$ cat src/rtl/uart_rx_pkg.sv
// uart_rx_pkg: shared FSM encoding and constants for the oversampling UART receiver.
package uart_rx_pkg;

    typedef enum logic [2:0] {
        ST_IDLE,
        ST_START,
        ST_DATA,
        ST_PARITY,
        ST_STOP1,
        ST_STOP2
    } rx_state_t;

    localparam logic PAR_EVEN     = 1'b0;
    localparam logic PAR_ODD      = 1'b1;
    localparam int   MIN_PRESCALE = 4;

endpackage

$ cat src/rtl/uart_rx_ovs_sampler.sv
// rx_maj_sampler: 2-of-3 vote around the centre of each oversampled bit.
module rx_maj_sampler #(
    parameter int PRESCALE_W = 6
) (
    input  logic                  clk,
    input  logic                  rst,
    input  logic [PRESCALE_W-1:0] cnt,
    input  logic [PRESCALE_W-1:0] half,
    input  logic                  rx,
    output logic                  vote,
    output logic                  bit_done
);

    logic s_a;
    logic s_b;

    always_ff @(posedge clk) begin
        if (!rst) begin
            s_a <= 1'b0;
            s_b <= 1'b0;
        end else begin
            if (cnt == half - 1'b1) s_a <= rx;
            if (cnt == half)        s_b <= rx;
        end
    end

    // third sample is the live line at h+1, so the vote is ready that cycle
    assign vote     = (s_a & s_b) | (s_a & rx) | (s_b & rx);
    assign bit_done = (cnt == half + 1'b1);

endmodule

$ cat src/rtl/uart_rx_ovs.sv
// uart_rx_ovs: oversampling UART receiver with valid/ready output and overrun flag.
// Break detection is compiled in with UART_RX_BREAK_DET_EN.
module uart_rx_ovs #(
    parameter int DATA_W     = 8,
    parameter int PRESCALE_W = 6
) (
    input  logic                  CLK,
    input  logic                  RST,
    input  logic                  RX_IN,
    input  logic [PRESCALE_W-1:0] Prescale,
    input  logic [3:0]            DATA_LEN,
    input  logic                  PAR_EN,
    input  logic                  PAR_TYP,
    input  logic                  STOP2,
    output logic [DATA_W-1:0]     P_DATA,
    output logic                  data_valid,
    input  logic                  data_ready,
    output logic                  par_err,
    output logic                  stp_err,
    output logic                  ovr_err,
    output logic                  brk_det
);
    import uart_rx_pkg::*;

    logic                  rx_s1, rx_s2, rx_d;
    logic                  start_det;
    rx_state_t             state_q, state_d;
    logic [PRESCALE_W-1:0] cnt_q, pre_q, half;
    logic [3:0]            len_q, bit_idx_q;
    logic                  par_en_q, par_typ_q, stop2_q;
    logic [DATA_W-1:0]     data_q;
    logic                  par_bit_q, stp_acc_q;
    logic                  vote, bit_done, bit_end, last_bit;
    logic                  frame_done, frame_par, frame_stp;
    logic                  brk_hit, brk_hold;

    always_ff @(posedge CLK) begin
        if (!RST) begin
            rx_s1 <= 1'b1;
            rx_s2 <= 1'b1;
            rx_d  <= 1'b1;
        end else begin
            rx_s1 <= RX_IN;
            rx_s2 <= rx_s1;
            rx_d  <= rx_s2;
        end
    end

    assign half      = pre_q >> 1;
    assign bit_end   = (cnt_q == pre_q - 1'b1);
    assign last_bit  = (bit_idx_q == len_q - 4'd1);
    assign start_det = (state_q == ST_IDLE) & rx_d & ~rx_s2 & ~brk_hold;

    rx_maj_sampler #(.PRESCALE_W(PRESCALE_W)) u_sampler (
        .clk      (CLK),
        .rst      (RST),
        .cnt      (cnt_q),
        .half     (half),
        .rx       (rx_s2),
        .vote     (vote),
        .bit_done (bit_done)
    );

    always_ff @(posedge CLK) begin
        if (!RST) state_q <= ST_IDLE;
        else      state_q <= state_d;
    end

    always_comb begin
        state_d = state_q;
        unique case (state_q)
            ST_IDLE:   if (start_det) state_d = ST_START;
            ST_START: begin
                if (bit_done && vote) state_d = ST_IDLE;
                else if (bit_end)     state_d = ST_DATA;
            end
            ST_DATA: begin
                if (bit_end && last_bit)
                    state_d = par_en_q ? ST_PARITY : ST_STOP1;
            end
            ST_PARITY: if (bit_end) state_d = ST_STOP1;
            ST_STOP1: begin
                if (bit_done && (brk_hit || !stop2_q)) state_d = ST_IDLE;
                else if (bit_end)                      state_d = ST_STOP2;
            end
            ST_STOP2:  if (bit_done) state_d = ST_IDLE;
            default:   state_d = ST_IDLE;
        endcase
    end

    // last stop bit completes at its vote, not at the end of the bit
    always_comb begin
        frame_done = 1'b0;
        unique case (state_q)
            ST_STOP1: frame_done = bit_done & ~stop2_q & ~brk_hit;
            ST_STOP2: frame_done = bit_done;
            default:  frame_done = 1'b0;
        endcase
    end

    assign frame_stp = stp_acc_q | ~vote;
    assign frame_par = par_en_q & (par_bit_q ^ (^data_q) ^ (par_typ_q == PAR_ODD));

    always_ff @(posedge CLK) begin
        if (!RST) begin
            cnt_q     <= '0;
            pre_q     <= '0;
            len_q     <= '0;
            par_en_q  <= 1'b0;
            par_typ_q <= PAR_EVEN;
            stop2_q   <= 1'b0;
            data_q    <= '0;
            bit_idx_q <= '0;
            par_bit_q <= 1'b0;
            stp_acc_q <= 1'b0;
        end else begin
            if (state_q == ST_IDLE) begin
                cnt_q <= start_det ? PRESCALE_W'(1) : '0;
                if (start_det) begin
                    pre_q     <= Prescale;
                    len_q     <= DATA_LEN;
                    par_en_q  <= PAR_EN;
                    par_typ_q <= PAR_TYP;
                    stop2_q   <= STOP2;
                    data_q    <= '0;
                    bit_idx_q <= '0;
                    par_bit_q <= 1'b0;
                    stp_acc_q <= 1'b0;
                end
            end else begin
                cnt_q <= bit_end ? '0 : cnt_q + 1'b1;
            end
            if (state_q == ST_DATA && bit_done) begin
                for (int i = 0; i < DATA_W; i++)
                    if (bit_idx_q == 4'(i)) data_q[i] <= vote;
            end
            if (state_q == ST_DATA && bit_end) bit_idx_q <= bit_idx_q + 4'd1;
            if (state_q == ST_PARITY && bit_done) par_bit_q <= vote;
            if (state_q == ST_STOP1 && bit_done) stp_acc_q <= ~vote;
        end
    end

    always_ff @(posedge CLK) begin
        if (!RST) begin
            P_DATA     <= '0;
            data_valid <= 1'b0;
            par_err    <= 1'b0;
            stp_err    <= 1'b0;
            ovr_err    <= 1'b0;
        end else begin
            ovr_err <= 1'b0;
            if (frame_done) begin
                if (!data_valid || data_ready) begin
                    P_DATA     <= data_q;
                    par_err    <= frame_par;
                    stp_err    <= frame_stp;
                    data_valid <= 1'b1;
                end else begin
                    ovr_err <= 1'b1;
                end
            end else if (data_valid && data_ready) begin
                data_valid <= 1'b0;
            end
        end
    end

`ifdef UART_RX_BREAK_DET_EN
    logic                  all_zero_q;
    logic                  brk_hold_q;
    logic [PRESCALE_W-1:0] hold_cnt_q;

    assign brk_hit  = (state_q == ST_STOP1) & bit_done & ~vote & all_zero_q;
    assign brk_hold = brk_hold_q;

    always_ff @(posedge CLK) begin
        if (!RST) begin
            all_zero_q <= 1'b0;
            brk_hold_q <= 1'b0;
            hold_cnt_q <= '0;
            brk_det    <= 1'b0;
        end else begin
            brk_det <= brk_hit;
            if (start_det)
                all_zero_q <= 1'b1;
            else if (bit_done && vote &&
                     (state_q inside {ST_START, ST_DATA, ST_PARITY}))
                all_zero_q <= 1'b0;
            // re-arm only after a full bit time of idle-high line
            if (brk_hit) begin
                brk_hold_q <= 1'b1;
                hold_cnt_q <= '0;
            end else if (brk_hold_q) begin
                if (!rx_s2)                          hold_cnt_q <= '0;
                else if (hold_cnt_q == pre_q - 1'b1) brk_hold_q <= 1'b0;
                else                                 hold_cnt_q <= hold_cnt_q + 1'b1;
            end
        end
    end
`else
    assign brk_hit  = 1'b0;
    assign brk_hold = 1'b0;
    assign brk_det  = 1'b0;
`endif

endmodule

$ cat config.mk
export PLATFORM = sky130hd
export DESIGN_NAME = uart_rx_ovs
export DESIGN_NICKNAME = d
export VERILOG_FILES = /design/src/rtl/uart_rx_pkg.sv /design/src/rtl/uart_rx_ovs_sampler.sv /design/src/rtl/uart_rx_ovs.sv
export SDC_FILE = /design/constraint.sdc
export NUM_CORES = 1
export LEC_CHECK = 0
export ABC_AREA = 1
export ABC_CLOCK_PERIOD_IN_PS = 1900
export BUFFER_PORTS_ARGS = -buffer_cell sky130_fd_sc_hd__buf_2
export CAP_MARGIN = 10
export CORE_ASPECT_RATIO = 1.2
export CORE_MARGIN = 2
export CORE_UTILIZATION = 53
export CTS_CLUSTER_SIZE = 24
export DETAILED_ROUTE_END_ITERATION = 8
export GPL_TIMING_DRIVEN = 1
export PLACE_DENSITY = 0.76
export SYNTH_ARGS = -nofsm -noshare
export SYNTH_HDL_FRONTEND = slang
export SYNTH_SLANG_ARGS = --single-unit
$ cat constraint.sdc
create_clock -name CLK -period 1.9 [get_ports CLK]
set_input_delay 0.285 -clock CLK [delete_from_list [all_inputs] [get_ports CLK]]
set_output_delay 0.285 -clock CLK [all_outputs]
set_load 0.005 [all_outputs]
Word-level counts from Yosys, hierarchy flattened

Cells that the tools add are included.

$add $sub $neg: 6
Eq/ne operators: 24
Multiplexer cells: 36
Bitwise gates (word level): 15
Reductions and logical operators: 29

Operators with widths:

| kind                | number |
|---|---|
| $mux 3              | 9 |
| $mux 8              | 3 |
| $eq 6x6->1          | 3 |
| $pmux 3 s6          | 1 |
| $mux 1              | 17 |
| $eq 4x3->1 const B  | 4 |
| $reduce_and 2->1    | 7 |
| $reduce_bool 2->1   | 7 |
| $mux 4              | 3 |
| $mux 6              | 2 |
| $eq 4x2->1 const B  | 2 |
| $logic_and 1x1->1   | 8 |
| $ne 2x2->1 const B  | 4 |
| $reduce_xor 8->1    | 1 |
| $and 1x1->1         | 7 |
| $add 5x1->6 const B | 1 |
| $add 6x1->6 const B | 1 |
| $eq 3x2->1 const B  | 2 |
| $eq 3x3->1 const B  | 2 |
| $eq 6x5->1          | 1 |
| $ne 3x3->1 const B  | 2 |
| $reduce_and 6->1    | 1 |
| $sub 5x1->6 const B | 1 |
| $sub 6x1->6 const B | 1 |
| 14 further kinds    | 20 |

Register bits: 53
Input port bits: 17
Output and inout bits: 13
Word-level logic and storage cells: 131

Logic depth before layout (Yosys ltp)

Depth in word-level cells: 7
Mapped depth: 16
Gate-level depth less buffers: 16

Modules after synthesis

A second synthesis with hierarchy kept.

Cell total of the unflattened synthesis: 465
Area, all modules: 3,131.8 um^2

By module, submodules not included:

| module         | instances | cells each | area an instance (um^2) | sequential area each (um^2) |
|---|---|---|---|---|
| uart_rx_ovs    | 1         | 364        | 2,652.5                 | 1,021.0 |
| rx_maj_sampler | 1         | 101        | 479.2                   | 40.0 |

Worst setup path after synthesis

OpenSTA, ideal clock, no wires.

Kind: reg-to-reg
Start: register pre_q[2]
End: register data_q[2]
Arrival time: 1.707 ns
Slack: 0.059 ns
Cell stages (with the launch flop): 14
Path buffers: 0
Period minus slack after synthesis: 1.841 ns
Cells stage by stage: dfxtp_1 > inv_1 > ha_1 > inv_1 > nand2_1 > nand2_1 > nor2_1 > nand2_1 > nor2_4 > nand2_4 > nor2_4 > inv_2 > nor4_1 > nor3_1

Cells in the longest elaborated chain, start to end: 4

RTL lines:

| item                           | RTL line                  | source |
|---|---|---|
| start: declaration             | uart_rx_ovs.sv:28         | `logic [PRESCALE_W-1:0] cnt_q, pre_q, half;` |
| start signal: assignment       | uart_rx_ovs.sv:120        | `pre_q <= Prescale;` |
| $add 5x1->6                    | uart_rx_ovs_sampler.sv:29 | `assign bit_done = (cnt == half + 1'b1);` |
| $eq 6x6->1                     | uart_rx_ovs_sampler.sv:29 |  |
| $logic_and 1x1->1              | uart_rx_ovs.sv:133        | `if (state_q == ST_DATA && bit_done) begin` |
| $mux 8                         | uart_rx_ovs.sv:133        |  |
| end signal: indexed assignment | uart_rx_ovs.sv:135        | `if (bit_idx_q == 4'(i)) data_q[i] <= vote;` |
| end: declaration               | uart_rx_ovs.sv:31         | `logic [DATA_W-1:0] data_q;` |

Every way passes these cells.
A chain may end at the register's enable or synchronous reset.

Final worst setup path

Start: register pre_q[1]
End: register data_q[1]

The elaborated chain is that of the path after synthesis.

==> results.md <==
Place:
- The HPWL after detailed placement is 5060 µm.
- The final estimated routing congestion in global placement is between 0.9 and 1.
- OpenSTA, run right after detailed placement, puts the worst setup slack at -0.0280 ns.
- The count of buffers added on input and output ports is 28.
- The number of instances in the placed design is 515.

Setup path:
- The buffers plus inverters on the worst setup path is 3.
- Traced cell by cell, the critical path runs through inv_4, ha_4, inv_2, nand2_2, nand2_1, nor2_1, nand2_1, nor2_4, nand2_4, nor2_4, inv_2, nor4_1, nor3_1.
- Setup slack on the worst reg-to-reg path comes out at -0.11 ns.
- The largest single stage delay on the critical path is 0.36 ns.
- The startpoint class of the critical path is a flip-flop.
- The kind of cell with the highest combined delay along the critical path is simple AND/OR/NAND/NOR gates.
- The data required time of the critical path is 2.09 ns.
- The path depth of the worst reg2reg path is 13.
- The startpoint of the most critical register-to-register path is pre_q[1].
- The capturing point of the worst reg2reg path is data_q[1].
- The slowest library cell on the worst path is dfxtp_2.
- The maximum fanout encountered on the critical timing path is 6.
- The critical path is of the flip-flop to flip-flop type.
- Data arrives at the worst endpoint at 2.20 ns.
- STA classifies the critical path endpoint as a flip-flop.

Timing:
- In this run the tightest slew margin relative to its limit is about two thirds.
- Setup repair after global routing could not meet its margin everywhere.
- Based on the critical path, the design can be clocked at up to 497 MHz.
- The number of endpoints with negative hold slack in the final report is 0.
- The worst hold slack across all endpoints is 0.163 ns.
- The accumulated negative setup slack is -0.111 ns.
- The final-report max-slew violation count was 0.
- Setup violations remaining at the end of the flow were counted as 1.
- The share of the clock period used by the worst path after layout is 106%.
- The final critical delay including setup and external delays is 2.01 ns.
- The smallest setup slack after layout is -0.111 ns.
- The transition time at the pin with the least slew margin is roughly 0.50 ns.
- The final worst clock skew is 0.00903 ns.

Synthesis:
- The proportion of synthesized chip area in sequential cells is between 30% and 40%.
- For this run, the number of Yosys warnings is 0.
- The async set or reset register ratio after synthesis is 0%.
- The post-synthesis sequential element count is 53.
- The post-synthesis net count is 452.
- After synthesis, the mean cell area works out to 7.02 µm².
- After synthesis the cells add up to around 3000 µm².
- The most used standard cell by instance count after synthesis is nand2_1.
- Ranked by total cell area, the synthesized netlist is headed by dfxtp_1 (36%), nand2_1 (9.7%), inv_1 (6.4%), nor2_1 (6.0%), a21oi_1 (5.4%).
- Sorting the synthesized cells by how often they occur yields nand2_1 (77), dfxtp_1 (53), inv_1 (51), nor2_1 (48), a21oi_1 (32).
- The synthesized design devotes to its leading area cell type 35.5% of total area.
- The gate count after technology mapping is 425.
- The largest total area in the synthesized netlist belongs to dfxtp_1.
- The number of library cell types mapped by synthesis is 34.
- The most frequently used flop master after synthesis is dfxtp_1.
- The count of flip-flops with a built-in enable after synthesis is 0.

Worst hold path:
- Along the worst hold path, the cell count comes to 2.
- The hold path startpoint is RX_IN.
- The path class of the tightest hold or removal check is primary input to flip-flop.
- The worst min-delay path endpoint is rx_s1.

Power:
- The cell leakage power is 1.55 nW.
- IR analysis of the VDD net gives a maximum drop of roughly 700 µV.
- Dividing total power by cell area gives a power density of 945 nW/µm².
- Summed over all nets, the switching power comes to 1.34 mW.
- The switching fraction of total power is 39.4%.
- After layout, the design draws a total of 3.39 mW.
- The internal portion of the total power is 2.05 mW.
- The part of the power in the clock network is 19.9%.
- The combinational share of power is 41.0%.
- In this run, flip-flops and latches consume 39.1% of the power.

Cells and area:
- 0 antenna diodes ended up in the layout.
- The post-route netlist has 27.9% of its cells at a drive strength greater than 1.
- The synthesis-to-layout area growth is 20.1%.
- The total number of nets in the final design is approximately 490.
- Once layout is complete, the cells apart from fillers number 528.

Routing:
- The total met2 wirelength after detailed routing is around 3600 µm.
- In the routed design, unresolved DRC markers number 0.
- The total wire length after detailed routing is 7170 µm.
- The count of nets left with antenna violations once routing finished came out at 0.
- The detailed-route via count is 2811.
- The detailed router finished its first iteration with 138 violations.
- The detailed router put a total of 3240 µm of wire on met1.
- The pre-antenna-repair detailed-routing pass consisted of 4 iterations.
- The average wire per standard cell is 13.6 µm.
- Wire segments on met3 add up to 197 µm in the final route.
- The via density per instance is 5.32.
- The highest metal layer carrying signal wires in the routed design is met4.

Clock network:
- The number of levels in the clock H-tree is 2.
- The buffer depth of the longest clock path is 2.
- The TritonCTS clock tree is done.
- The source-to-sink clock delay at the later pin of the worst-skew pair is 0.31 ns.
- In this run the clock root is driven by a clkbuf_8.
- Clock-pin slew was measured on the worst setup and hold paths at 0.10 ns.
- The TritonCTS buffer count is 5.
- Clock tree synthesis found a total of 53 sinks.

Global route:
- The total overflow left after global routing is 0.
- In the global route stage, overall resource usage came out at 22.7%.
- The first global-routing pass estimated 11400 µm of wire.
- Entering global routing, the biggest net connects 28 pins.
- The number of global-route vias before repair is about 2600.
- The initial antenna violation count was 0.

Floorplan:
- The die is about 86 µm tall.
- The total area inside the core boundary comes to around 5400 µm².
- The number of ports placed on the die boundary is 30.
- In this run the horizontal extent of the chip is 72.5 µm.
- The starting utilization of the core area is 55.6%.
- The die outline area is 6250 µm².
- The placement row count is 29.

Run:
- Max-cap violations in this run came to 0.

Run status:
- The final reports fail on negative setup slack.
- The flow ran to the end, but the final reports show violations.
-- flip-flops by register name, indices dropped and copies added, names as in the netlist, 3 cells and up --
signal and cells:
data_q 8, len_q 4, cnt_q 6, state_q 3
P_DATA 8, pre_q 6, bit_idx_q 4
-- cell type report --
class,instances,area (µm²)
clock inverter,2,13.8
inverter,59,236
fill,485,1780
sequential,53,1070
timing repair buffer,43,256
clock buffer,6,82.6
tap,62,77.6
multi-input combinational,301,1840
timing repair inverter,2,15.0
-- stage by stage --
stage / util, % / cell area [µm²]
final: 66.8 / 3590
after global routing: 66.8 / 3590
after CTS: 62.7 / 3360
after detailed placement: 60.0 / 3220
after global placement: 60.0 / 3220
after floorplan: - / 2990
-- repair_timing --
action,CTS,global route
pin swaps,3,15
cloned,2,0
setup endpoints to repair,12,28
hold buffers,0,0
resized for setup,9,61
buffers inserted,0,3
-- worst max-delay path by stage --
stage / startpoint / end / slack, ns / cells past startpoint
after floorplan: pre_q[2] / data_q[2] / 0.06 / 13
after global placement: pre_q[1] / P_DATA[2] / 0.03 / 14
after detailed placement: pre_q[0] / cnt_q[2] / -0.03 / 10
after CTS: pre_q[2] / data_q[5] / -0.001 / 13
after global routing: pre_q[1] / data_q[1] / -0.23 / 13
final: pre_q[1] / data_q[1] / -0.11 / 13
-- power groups by stage --
stage | clock, mW | combinational, mW | sequential [mW]
3_3_place_gp | 0 | 1.09 | 1.33
6_report | 0.673 | 1.39 | 1.32
3_5_place_dp | 0 | 1.11 | 1.34
4_1_cts | 0.690 | 1.16 | 1.31
2_1_floorplan | 0 | 0.859 | 1.32
5_1_grt | 0.734 | 1.54 | 1.34
-- routing by layer --
layer  global-route usage, %  up-vias
li1                        -     1444
met1                    28.5     1310
met2                    40.0       47
met3                    3.72       10
met4                    6.57        0
met5                       0        -
-- worst register-to-register path, stage by stage (launching register included) --
cell and delay (ns):
dfxtp_2 0.36, inv_4 0.05, ha_4 0.27, inv_2 0.04, nand2_2 0.05, nand2_1 0.05, nor2_1 0.10, nand2_1 0.09
nor2_4 0.15, nand2_4 0.09, nor2_4 0.14, inv_2 0.10, nor4_1 0.32, nor3_1 0.09
-- layout by cell type (no fill, tap or decap), types with 4 or more instances in the layout --
| master | Yosys | layout |
|---|---|---|
| nand2_2 | 5 | 9 |
| nor2_2 | 1 | 5 |
| buf_4 | 2 | 14 |
| nor4_2 | 0 | 4 |
| inv_2 | 6 | 9 |
| nand2_1 | 77 | 71 |
| o21ai_2 | 1 | 9 |
| nor2_4 | 4 | 5 |
| dfxtp_2 | 0 | 4 |
| nand4_1 | 4 | 4 |
| o21ai_0 | 30 | 21 |
| o21ai_1 | 3 | 4 |
| buf_2 | 3 | 28 |
| nor2_1 | 48 | 43 |
| a21oi_2 | 2 | 6 |
| nand3_1 | 25 | 19 |
| nor3_1 | 9 | 9 |
| ha_1 | 10 | 5 |
| a21oi_1 | 32 | 28 |
| a31oi_1 | 7 | 7 |
| xnor2_1 | 13 | 11 |
| xor2_1 | 12 | 11 |
| clkbuf_8 | 0 | 6 |
| nand3_2 | 0 | 6 |
| dfxtp_1 | 53 | 49 |
| inv_1 | 51 | 47 |
-- kinds of logic after synthesis --
kind of cell | count (synthesis) | share of synthesized area [%]
AND/OR/NAND/NOR | 188 | 29.0
AO/OA/AOI/OAI | 76 | 13.5
buffers and inverters | 71 | 10.0
flip-flops | 53 | 35.5
XOR/XNOR | 25 | 7.33
adder cells (fa/ha/maj) | 11 | 4.53
other | 1 | 0.126
Note: power is estimated with default switching activity, not from simulation.
